`src/rtl/mem_port_arbiter_pkg.sv`:
```
// Shared encodings and memory-port widths for the IF/D memory port arbiter.
// The payload widths are also used by the LSU.
package mem_port_arbiter_pkg;

    localparam int unsigned MEM_AW  = 32;
    localparam int unsigned MEM_DW  = 32;
    localparam int unsigned MEM_BEW = MEM_DW / 8;

    typedef enum logic [1:0] {
        IDLE = 2'd0,
        REQ  = 2'd1,
        WAIT = 2'd2
    } state_e;

    typedef enum logic {
        OWN_IF = 1'b0,
        OWN_D  = 1'b1
    } owner_e;

endpackage

```
`src/rtl/mem_port_arbiter_if.sv`:
```
// Bundle of requester (IF, D) and memory-side signals around the arbiter.
// The slave modport is the arbiter's view; master is the surrounding system.
interface mem_port_arbiter_if
    import mem_port_arbiter_pkg::*;
#(
    parameter int unsigned AW = MEM_AW,
    parameter int unsigned DW = MEM_DW
);
    logic              if_req_i;
    logic [AW-1:0]     if_addr_i;
    logic              if_gnt_o;
    logic              if_rvalid_o;
    logic [DW-1:0]     if_rdata_o;

    logic              d_req_i;
    logic              d_we_i;
    logic [DW/8-1:0]   d_be_i;
    logic [AW-1:0]     d_addr_i;
    logic [DW-1:0]     d_wdata_i;
    logic              d_gnt_o;
    logic              d_rvalid_o;
    logic [DW-1:0]     d_rdata_o;

    logic              mem_req_o;
    logic              mem_we_o;
    logic [DW/8-1:0]   mem_be_o;
    logic [AW-1:0]     mem_addr_o;
    logic [DW-1:0]     mem_wdata_o;
    logic              mem_gnt_i;
    logic              mem_rvalid_i;
    logic [DW-1:0]     mem_rdata_i;

    logic              stall_o;

    modport slave (
        input  if_req_i, if_addr_i,
        output if_gnt_o, if_rvalid_o, if_rdata_o,
        input  d_req_i, d_we_i, d_be_i, d_addr_i, d_wdata_i,
        output d_gnt_o, d_rvalid_o, d_rdata_o,
        output mem_req_o, mem_we_o, mem_be_o, mem_addr_o, mem_wdata_o,
        input  mem_gnt_i, mem_rvalid_i, mem_rdata_i,
        output stall_o
    );

    modport master (
        output if_req_i, if_addr_i,
        input  if_gnt_o, if_rvalid_o, if_rdata_o,
        output d_req_i, d_we_i, d_be_i, d_addr_i, d_wdata_i,
        input  d_gnt_o, d_rvalid_o, d_rdata_o,
        input  mem_req_o, mem_we_o, mem_be_o, mem_addr_o, mem_wdata_o,
        output mem_gnt_i, mem_rvalid_i, mem_rdata_i,
        input  stall_o
    );

endinterface

```
`src/rtl/mem_port_arbiter.sv`:
```
// Shares one memory port between instruction fetch and data access, one
// transaction outstanding; D has priority unless IF has been starved too long.
module mem_port_arbiter
    import mem_port_arbiter_pkg::*;
#(
    parameter int unsigned AW           = MEM_AW,
    parameter int unsigned DW           = MEM_DW,
    parameter int unsigned MAX_D_STREAK = 4
) (
    input  logic                clk_i,
    input  logic                rst_ni,
    mem_port_arbiter_if.slave   bus
);

    localparam int unsigned BEW = DW / 8;
    localparam int unsigned SW  = $clog2(MAX_D_STREAK + 1);

    state_e          state_q, state_d;
    owner_e          owner_q, owner_d;
    logic [SW-1:0]   d_streak_q, d_streak_d;
    logic            we_q, we_d;
    logic [BEW-1:0]  be_q, be_d;
    logic [AW-1:0]   addr_q, addr_d;
    logic [DW-1:0]   wdata_q, wdata_d;

    logic if_gnt, d_gnt, if_rvalid, d_rvalid, mem_req, if_wins;

    always_ff @(posedge clk_i) begin
        if (!rst_ni) begin
            state_q    <= IDLE;
            owner_q    <= OWN_IF;
            d_streak_q <= '0;
            we_q       <= 1'b0;
            be_q       <= '0;
            addr_q     <= '0;
            wdata_q    <= '0;
        end else begin
            state_q    <= state_d;
            owner_q    <= owner_d;
            d_streak_q <= d_streak_d;
            we_q       <= we_d;
            be_q       <= be_d;
            addr_q     <= addr_d;
            wdata_q    <= wdata_d;
        end
    end

    always_comb begin
        state_d    = state_q;
        owner_d    = owner_q;
        d_streak_d = d_streak_q;
        we_d       = we_q;
        be_d       = be_q;
        addr_d     = addr_q;
        wdata_d    = wdata_q;
        if_gnt     = 1'b0;
        d_gnt      = 1'b0;
        if_rvalid  = 1'b0;
        d_rvalid   = 1'b0;
        mem_req    = 1'b0;
        if_wins    = 1'b0;

        // Everything is held quiet while reset is asserted, even mid-transaction.
        if (rst_ni) begin
            unique case (state_q)
                IDLE: begin
                    if (bus.if_req_i || bus.d_req_i) begin
                        if_wins = bus.if_req_i &&
                                  (!bus.d_req_i || d_streak_q == SW'(MAX_D_STREAK));
                        state_d = REQ;
                        if (if_wins) begin
                            if_gnt     = 1'b1;
                            owner_d    = OWN_IF;
                            d_streak_d = '0;
                            we_d       = 1'b0;
                            be_d       = '1;
                            addr_d     = bus.if_addr_i;
                            wdata_d    = '0;
                        end else begin
                            d_gnt   = 1'b1;
                            owner_d = OWN_D;
                            we_d    = bus.d_we_i;
                            be_d    = bus.d_be_i;
                            addr_d  = bus.d_addr_i;
                            wdata_d = bus.d_wdata_i;
                            // Count D wins only while IF is actually being held off.
                            if (!bus.if_req_i) begin
                                d_streak_d = '0;
                            end else if (d_streak_q != SW'(MAX_D_STREAK)) begin
                                d_streak_d = d_streak_q + SW'(1);
                            end
                        end
                    end
                end
                REQ: begin
                    mem_req = 1'b1;
                    if (bus.mem_gnt_i) begin
                        state_d = WAIT;
                    end
                end
                WAIT: begin
                    if (bus.mem_rvalid_i) begin
                        if (owner_q == OWN_IF) begin
                            if_rvalid = 1'b1;
                        end else begin
                            d_rvalid = 1'b1;
                        end
                        state_d = IDLE;
                    end
                end
                default: state_d = IDLE;
            endcase
        end
    end

    assign bus.if_gnt_o    = if_gnt;
    assign bus.d_gnt_o     = d_gnt;
    assign bus.if_rvalid_o = if_rvalid;
    assign bus.d_rvalid_o  = d_rvalid;
    assign bus.if_rdata_o  = if_rvalid ? bus.mem_rdata_i : '0;
    assign bus.d_rdata_o   = d_rvalid  ? bus.mem_rdata_i : '0;

    assign bus.mem_req_o   = mem_req;
    assign bus.mem_we_o    = rst_ni ? we_q    : 1'b0;
    assign bus.mem_be_o    = rst_ni ? be_q    : '0;
    assign bus.mem_addr_o  = rst_ni ? addr_q  : '0;
    assign bus.mem_wdata_o = rst_ni ? wdata_q : '0;

    assign bus.stall_o = rst_ni &
                         ((bus.if_req_i & ~if_gnt) | (bus.d_req_i & ~d_gnt));

endmodule

```
`src/flat_wrapper.sv`:
```
// flat-port wrapper written by rule: the top's interface ports become plain ports
module mem_port_arbiter_flat import mem_port_arbiter_pkg::*;
#(
    parameter int unsigned AW           = MEM_AW,
    parameter int unsigned DW           = MEM_DW,
    parameter int unsigned MAX_D_STREAK = 4
)
  (clk_i, rst_ni, bus_if_req_i, bus_if_addr_i, bus_if_gnt_o, bus_if_rvalid_o, bus_if_rdata_o, bus_d_req_i, bus_d_we_i, bus_d_be_i, bus_d_addr_i, bus_d_wdata_i, bus_d_gnt_o, bus_d_rvalid_o, bus_d_rdata_o, bus_mem_req_o, bus_mem_we_o, bus_mem_be_o, bus_mem_addr_o, bus_mem_wdata_o, bus_mem_gnt_i, bus_mem_rvalid_i, bus_mem_rdata_i, bus_stall_o);
  mem_port_arbiter_if #(.AW(AW), .DW(DW)) bus_i ();
  input  logic clk_i;
  input  logic rst_ni;
  input wire logic [$bits(bus_i.if_req_i)-1:0] bus_if_req_i;
  input wire logic [$bits(bus_i.if_addr_i)-1:0] bus_if_addr_i;
  output wire logic [$bits(bus_i.if_gnt_o)-1:0] bus_if_gnt_o;
  output wire logic [$bits(bus_i.if_rvalid_o)-1:0] bus_if_rvalid_o;
  output wire logic [$bits(bus_i.if_rdata_o)-1:0] bus_if_rdata_o;
  input wire logic [$bits(bus_i.d_req_i)-1:0] bus_d_req_i;
  input wire logic [$bits(bus_i.d_we_i)-1:0] bus_d_we_i;
  input wire logic [$bits(bus_i.d_be_i)-1:0] bus_d_be_i;
  input wire logic [$bits(bus_i.d_addr_i)-1:0] bus_d_addr_i;
  input wire logic [$bits(bus_i.d_wdata_i)-1:0] bus_d_wdata_i;
  output wire logic [$bits(bus_i.d_gnt_o)-1:0] bus_d_gnt_o;
  output wire logic [$bits(bus_i.d_rvalid_o)-1:0] bus_d_rvalid_o;
  output wire logic [$bits(bus_i.d_rdata_o)-1:0] bus_d_rdata_o;
  output wire logic [$bits(bus_i.mem_req_o)-1:0] bus_mem_req_o;
  output wire logic [$bits(bus_i.mem_we_o)-1:0] bus_mem_we_o;
  output wire logic [$bits(bus_i.mem_be_o)-1:0] bus_mem_be_o;
  output wire logic [$bits(bus_i.mem_addr_o)-1:0] bus_mem_addr_o;
  output wire logic [$bits(bus_i.mem_wdata_o)-1:0] bus_mem_wdata_o;
  input wire logic [$bits(bus_i.mem_gnt_i)-1:0] bus_mem_gnt_i;
  input wire logic [$bits(bus_i.mem_rvalid_i)-1:0] bus_mem_rvalid_i;
  input wire logic [$bits(bus_i.mem_rdata_i)-1:0] bus_mem_rdata_i;
  output wire logic [$bits(bus_i.stall_o)-1:0] bus_stall_o;
  assign bus_i.if_req_i = bus_if_req_i;
  assign bus_i.if_addr_i = bus_if_addr_i;
  assign bus_if_gnt_o = bus_i.if_gnt_o;
  assign bus_if_rvalid_o = bus_i.if_rvalid_o;
  assign bus_if_rdata_o = bus_i.if_rdata_o;
  assign bus_i.d_req_i = bus_d_req_i;
  assign bus_i.d_we_i = bus_d_we_i;
  assign bus_i.d_be_i = bus_d_be_i;
  assign bus_i.d_addr_i = bus_d_addr_i;
  assign bus_i.d_wdata_i = bus_d_wdata_i;
  assign bus_d_gnt_o = bus_i.d_gnt_o;
  assign bus_d_rvalid_o = bus_i.d_rvalid_o;
  assign bus_d_rdata_o = bus_i.d_rdata_o;
  assign bus_mem_req_o = bus_i.mem_req_o;
  assign bus_mem_we_o = bus_i.mem_we_o;
  assign bus_mem_be_o = bus_i.mem_be_o;
  assign bus_mem_addr_o = bus_i.mem_addr_o;
  assign bus_mem_wdata_o = bus_i.mem_wdata_o;
  assign bus_i.mem_gnt_i = bus_mem_gnt_i;
  assign bus_i.mem_rvalid_i = bus_mem_rvalid_i;
  assign bus_i.mem_rdata_i = bus_mem_rdata_i;
  assign bus_stall_o = bus_i.stall_o;
  mem_port_arbiter #(.AW(AW), .DW(DW), .MAX_D_STREAK(MAX_D_STREAK)) u_core (.clk_i(clk_i), .rst_ni(rst_ni), .bus(bus_i));
endmodule
```
`config.mk`:
```
export PLATFORM = sky130hd
export DESIGN_NAME = mem_port_arbiter_flat
export DESIGN_NICKNAME = d
export VERILOG_FILES = /design/src/rtl/mem_port_arbiter_pkg.sv /design/src/rtl/mem_port_arbiter_if.sv /design/src/rtl/mem_port_arbiter.sv /design/src/flat_wrapper.sv
export SDC_FILE = /design/constraint.sdc
export NUM_CORES = 1
export LEC_CHECK = 0
export CAP_MARGIN = 30
export CORE_MARGIN = 4
export CORE_UTILIZATION = 42
export CTS_BUF_LIST = sky130_fd_sc_hd__clkbuf_4 sky130_fd_sc_hd__clkbuf_8
export DETAILED_ROUTE_END_ITERATION = 8
export PLACE_DENSITY = 0.94
export SLEW_MARGIN = 20
export SYNTH_ARGS = -nofsm -noshare
export SYNTH_HDL_FRONTEND = slang
export SYNTH_SLANG_ARGS = --single-unit
```
`constraint.sdc`:
```
create_clock -name clk_i -period 4.8 [get_ports clk_i]
set_clock_uncertainty 0.2 [all_clocks]
set_input_delay 0.48 -clock clk_i [delete_from_list [all_inputs] [get_ports clk_i]]
set_output_delay 0.48 -clock clk_i [all_outputs]
set_load 0.01 [all_outputs]
```
==> Word-level counts from Yosys, hierarchy flattened <==
Index checks and enable logic that the tools add are counted.
{ "op_classes": {"n_mux": 35, "reduce_logical": 8, "n_addsub": 1, "eq_ne": 8, "bitwise_logic": 6} }
{ "ops": {"columns": ["cell", "n"], "rows": [
  ["$mux 32", 6],
  ["$mux 1", 20],
  ["$mux 3", 3],
  ["$mux 4", 2],
  ["$mux 2", 3],
  ["$pmux 2 s3", 1],
  ["$reduce_and 3->1", 2],
  ["$ne 2x2->1 const B", 2],
  ["$add 3x1->3 const B", 1],
  ["$and 1x1->1", 3],
  ["$eq 3x3->1 const B", 1],
  ["$ne 3x1->1 const B", 1],
  ["$ne 3x3->1 const B", 1],
  ["$eq 2x1->1 const B", 1],
  ["$eq 2x2->1 const B", 1],
  ["$logic_not 2->1", 1],
  ["$logic_or 1x1->1", 2],
  ["$ne 2x1->1 const B", 1],
  ["$not 1->1", 2],
  ["$reduce_and 2->1", 1],
  ["$logic_and 1x1->1", 1],
  ["$logic_not 1->1", 1],
  ["$or 1x1->1", 1]
]} }
{ "word_totals": {"elab_cells": 65, "out_inout_bits": 139, "ff_bits": 75, "in_bits": 139} }

==> Depth between registers and ports, before layout <==
{ "logic_depth": {"word_depth": 11, "ltp_mapped": 7, "depth_no_buf": 5} }

==> Worst setup path before layout <==
Ideal clock, no wire load.
{ "synth_path": {"kind": "input-to-output", "from": "in bus_if_req_i", "to": "out bus_stall_o", "required_time_ps": 4120, "slack_ps": 2745, "cell_stages": 6, "n_path_buf": 3, "arrival_ps": 1375, "path_cell_list": "buf_2 > nor2_1 > buf_2 > buf_2 > nor2_1 > o21a_1"} }
{ "synth_via": {"elab_chain_len": 9, "word_cells_on_any_way": 16, "cone_classes": "8 x mux; 6 x bitwise; 2 x reduce/logical"} }
{ "synth_lines": {"columns": ["element", "line_no", "source"], "rows": [
  ["start, declared", "flat_wrapper.sv:12", "input wire logic [$bits(bus_i.if_req_i)-1:0] bus_if_req_i;"],
  ["$logic_and 1x1->1", "mem_port_arbiter.sv:68", "if_wins = bus.if_req_i &&"],
  ["$mux 1", "mem_port_arbiter.sv:71", "if (if_wins) begin"],
  ["$mux 1", "mem_port_arbiter.sv:67", "if (bus.if_req_i || bus.d_req_i) begin"],
  ["$mux 1", "mem_port_arbiter.sv:65", "unique case (state_q)"],
  ["$mux 1", "mem_port_arbiter.sv:64", "if (rst_ni) begin"],
  ["$not 1->1", "mem_port_arbiter.sv:130", "((bus.if_req_i & ~if_gnt) | (bus.d_req_i & ~d_gnt));"],
  ["$and 1x1->1", "mem_port_arbiter.sv:130", null],
  ["$or 1x1->1 *", "mem_port_arbiter.sv:130", null],
  ["$and 1x1->1 *", "mem_port_arbiter.sv:129", "assign bus.stall_o = rst_ni &"],
  ["end, declared", "flat_wrapper.sv:33", "output wire logic [$bits(bus_i.stall_o)-1:0] bus_stall_o;"]
]} }
Every way passes the cells marked *; elsewhere a longest branch is shown, timed or not.

==> Worst setup path after layout <==
{ "layout_path": {"from": "in rst_ni", "to": "out bus_d_rdata_o[22]"} }
{ "layout_via": {"elab_chain_len": 2} }
{ "layout_lines": {"columns": ["element", "line_no", "source"], "rows": [
  ["start, declared", "flat_wrapper.sv:11", "input logic rst_ni;"],
  ["$mux 1", "mem_port_arbiter.sv:64", null],
  ["$mux 32", "mem_port_arbiter.sv:121", "assign bus.d_rdata_o = d_rvalid ? bus.mem_rdata_i : '0;"],
  ["end, declared", "flat_wrapper.sv:24", "output wire logic [$bits(bus_i.d_rdata_o)-1:0] bus_d_rdata_o;"]
]} }
No other way between the ends.

==> impl_results.md <==
* Final min period at 3140 ps
* Setup CP Type: input pin to output pin
* Post-Syn Nets at 696
* Max stage delay on crit path at 550 ps
* Aggregate global-route resource usage at 0.249
* Core area at 10,800 sq um
* Reg2Reg Depth at 4
* Critical path endpoint category: output pin
* Wirelength per Cell at 18.1 um
* Total Wirelength at 16,800 um
* Worst Path Required at 4120 ps
* Clock Tree Root: clkbuf_8
* Htree depth at 3
* Drt initial violations at 473
* Vias in the first global route at 5,172
* I/O Buffers at 277
* Worst-Skew Late Latency at 340 ps
* Die area at 12,800 sq um
* Sequential share of the synthesized area at 0.322
* Starting Density at 0.430
* Most common cell after layout, fill and taps aside: clkdlybuf4s50_1
* Vias per cell at 5.58
* Number of remaining DRC errors at 0
* Register bit total from synthesis at 75
* RD Place Congestion at 0.793
* Hold WC Path Type: flip-flop to flip-flop
* Fin. max-slew vios at 0
* Clk pin slew, worst setup/hold paths at 70 ps
* Pin count of the biggest net entering global routing at 80
* Switch share at 0.257
* Worst path cell trace: buf_4 > nand4b_1 > nor2_1 > buf_4 > and2_1 > clkdlybuf4s50_1
* Avg Cell Area, Syn at 8.40 sq um
* Wire length of the first global-routing pass at 26,400 um
* Slowest CP cell: clkdlybuf4s50_1
* Combinational power share at 0.257
* I/O pins at 278
* Pwr dens at 244 nW/um^2
* Clock power share at 0.370
* Share of power burned in registers at 0.374
* Global route total overflow at 0
* HPWL after DPL at 11,700 um
* Cells after DPL at 912
* Commonest cells after routing, fill and taps aside: clkdlybuf4s50_1 (275), and2_1 (135), dfxtp_1 (75), a21boi_0 (59)
* # hold bufs at CTS at 0
* CTS tree: done
* Slew @ Worst Pin at 733 ps
* Cell area after layout at 7740 sq um
* Post-CTS setup buffer count at 0
* Synthesized instance count at 555
* Fmax at 319 MHz
* Mapped Area at 4660 sq um
* RSZ-0062 raised after global routing: false
* Clock Sinks at 75
* Worst-path fanout max at 71
* Width of the die at 113 um
* Crit path top cell by count: buf_4
* Post_cts resized at 0
* VDD IR max at 0.178 mV
* Final Util at 0.714
* TritonRoute pass-1 iters at 5
* Fin nets at 926
* Post-Place Cell Area at 7400 sq um
* Status: finished clean
* Post-Place Setup Slack at 1280 ps
* Worst hold margin at 272 ps
* Fin worst setup slack at 1660 ps
* Post-route ant nets at 0
* LEAKAGE at 3.01 nW
* Row count at 38
* Area Overhead vs Synth at 66.1%
* Internal at 1.40 mW
* Netlist cell types at 34
* Initial antenna violation count at 0
* Slew HR at 0.512
* Post-Layout Cell Count at 930
* WHS Path Cells at 2
* # diodes at 0
* Share of cells above drive strength 1 at 0.0443
* Crit start category: input pin
* Arr. time, crit path at 2460 ps
* Fin crit share at 0.654
* Setup TNS at 0 ps
* Max cap viols at 0
* Sw power at 485 uW
* Synth Warn # at 0
* CTS max path bufs at 2
* Pwr Total at 1.89 mW
* CTS Buf Count at 9
* Final count of hold timing violations at 0
* Via count at 5,193
* Endpoints failing setup at 0
* Die height at 113 um
[worst max-delay path, delay by kind of cell]
family	cells	cell delay, ps
buf+inv	3	1300
simple gates	3	660
[cell families (layout without fill, tap and decap cells)]
group,count (synthesis),count (layout),share of synthesized area
adders and majority gates,2,2,0.00537
DFF,75,75,0.322
and+or+nand+nor,188,188,0.250
buffers and inverters,74,309,0.0644
AOI/OAI and AO/OA,216,216,0.358
[layer usage]
metal | part of all wire | vias up | global-route usage | routed length, um
met4 | 0.020 | 0 | 0.0801 | 344
li1 | - | 2484 | - | -
met2 | 0.49 | 254 | 0.426 | 8180
met1 | 0.41 | 2425 | 0.302 | 6840
met5 | 0 | - | 0 | 0
met3 | 0.088 | 30 | 0.0711 | 1470
[synthesized netlist by cell type (all sizes together)]
| library cell | instances | share of area |
|---|---|---|
| inv | 3 | 0.0024 |
| nand2 | 2 | 0.0016 |
| or2b | 1 | 0.0016 |
| o211a | 1 | 0.0021 |
| nand3 | 2 | 0.0021 |
| o31ai | 1 | 0.0016 |
| or2 | 1 | 0.0013 |
| o311a | 36 | 0.077 |
| o21bai | 36 | 0.058 |
| and3 | 33 | 0.044 |
| and2 | 135 | 0.18 |
| a21oi | 1 | 0.0011 |
| o22ai | 1 | 0.0013 |
| clkinv | 1 | 0.00080 |
| nand4 | 2 | 0.0027 |
| a21boi | 68 | 0.11 |
| nor3b | 2 | 0.0032 |
| ha | 2 | 0.0054 |
| o2111ai | 33 | 0.062 |
| nor2 | 6 | 0.0048 |
| o21a | 2 | 0.0032 |
| clkbuf | 56 | 0.045 |
| nand4b | 1 | 0.0019 |
| and3b | 1 | 0.0019 |
| a21bo | 1 | 0.0021 |
| or4 | 1 | 0.0016 |
| nor4bb | 1 | 0.0021 |
| o21ai | 36 | 0.039 |
| dfxtp | 75 | 0.32 |
| buf | 14 | 0.016 |
[cell type report]
class / count / area [sq um]
Inverter: 4 / 15.0
Sequential cell: 75 / 1500
Tap cell: 140 / 175
Clock buffer: 9 / 124
Clock inverter: 7 / 164
Timing Repair Buffer: 289 / 2900
Fill cell: 819 / 3100
Multi-Input combinational cell: 406 / 2870
[state kept, by name, summed over array words and instances, names as in the netlist]
name	cells
u_core.d_streak_q	3
u_core.wdata_q	32
u_core.addr_q	32
u_core.owner_q	1
u_core.we_q	1
u_core.state_q	2
u_core.be_q	4
[power by group through the flow]
stage / combinational [mW] / sequential (mW) / clock (mW)
6_report: 0.485 / 0.706 / 0.698
5_1_grt: 0.525 / 0.713 / 0.741
4_1_cts: 0.480 / 0.705 / 0.711
3_5_place_dp: 0.477 / 0.719 / 0
3_3_place_gp: 0.464 / 0.716 / 0
2_1_floorplan: 0.248 / 0.709 / 0
[final timing paths]
path                            slack [ps]                                 to                           start
worst max-delay path                  1660                  bus_d_rdata_o[22]                          rst_ni
worst min-delay path                   270     u_core.wdata_q[9]$_SDFFE_PN0P_  u_core.wdata_q[9]$_SDFFE_PN0P_
worst max register to register        2550  u_core.d_streak_q[2]$_SDFFE_PN0P_  u_core.state_q[1]$_SDFFE_PN0P_
worst min register to register         270     u_core.wdata_q[9]$_SDFFE_PN0P_  u_core.wdata_q[9]$_SDFFE_PN0P_
Power figures use the tool's default switching activity.
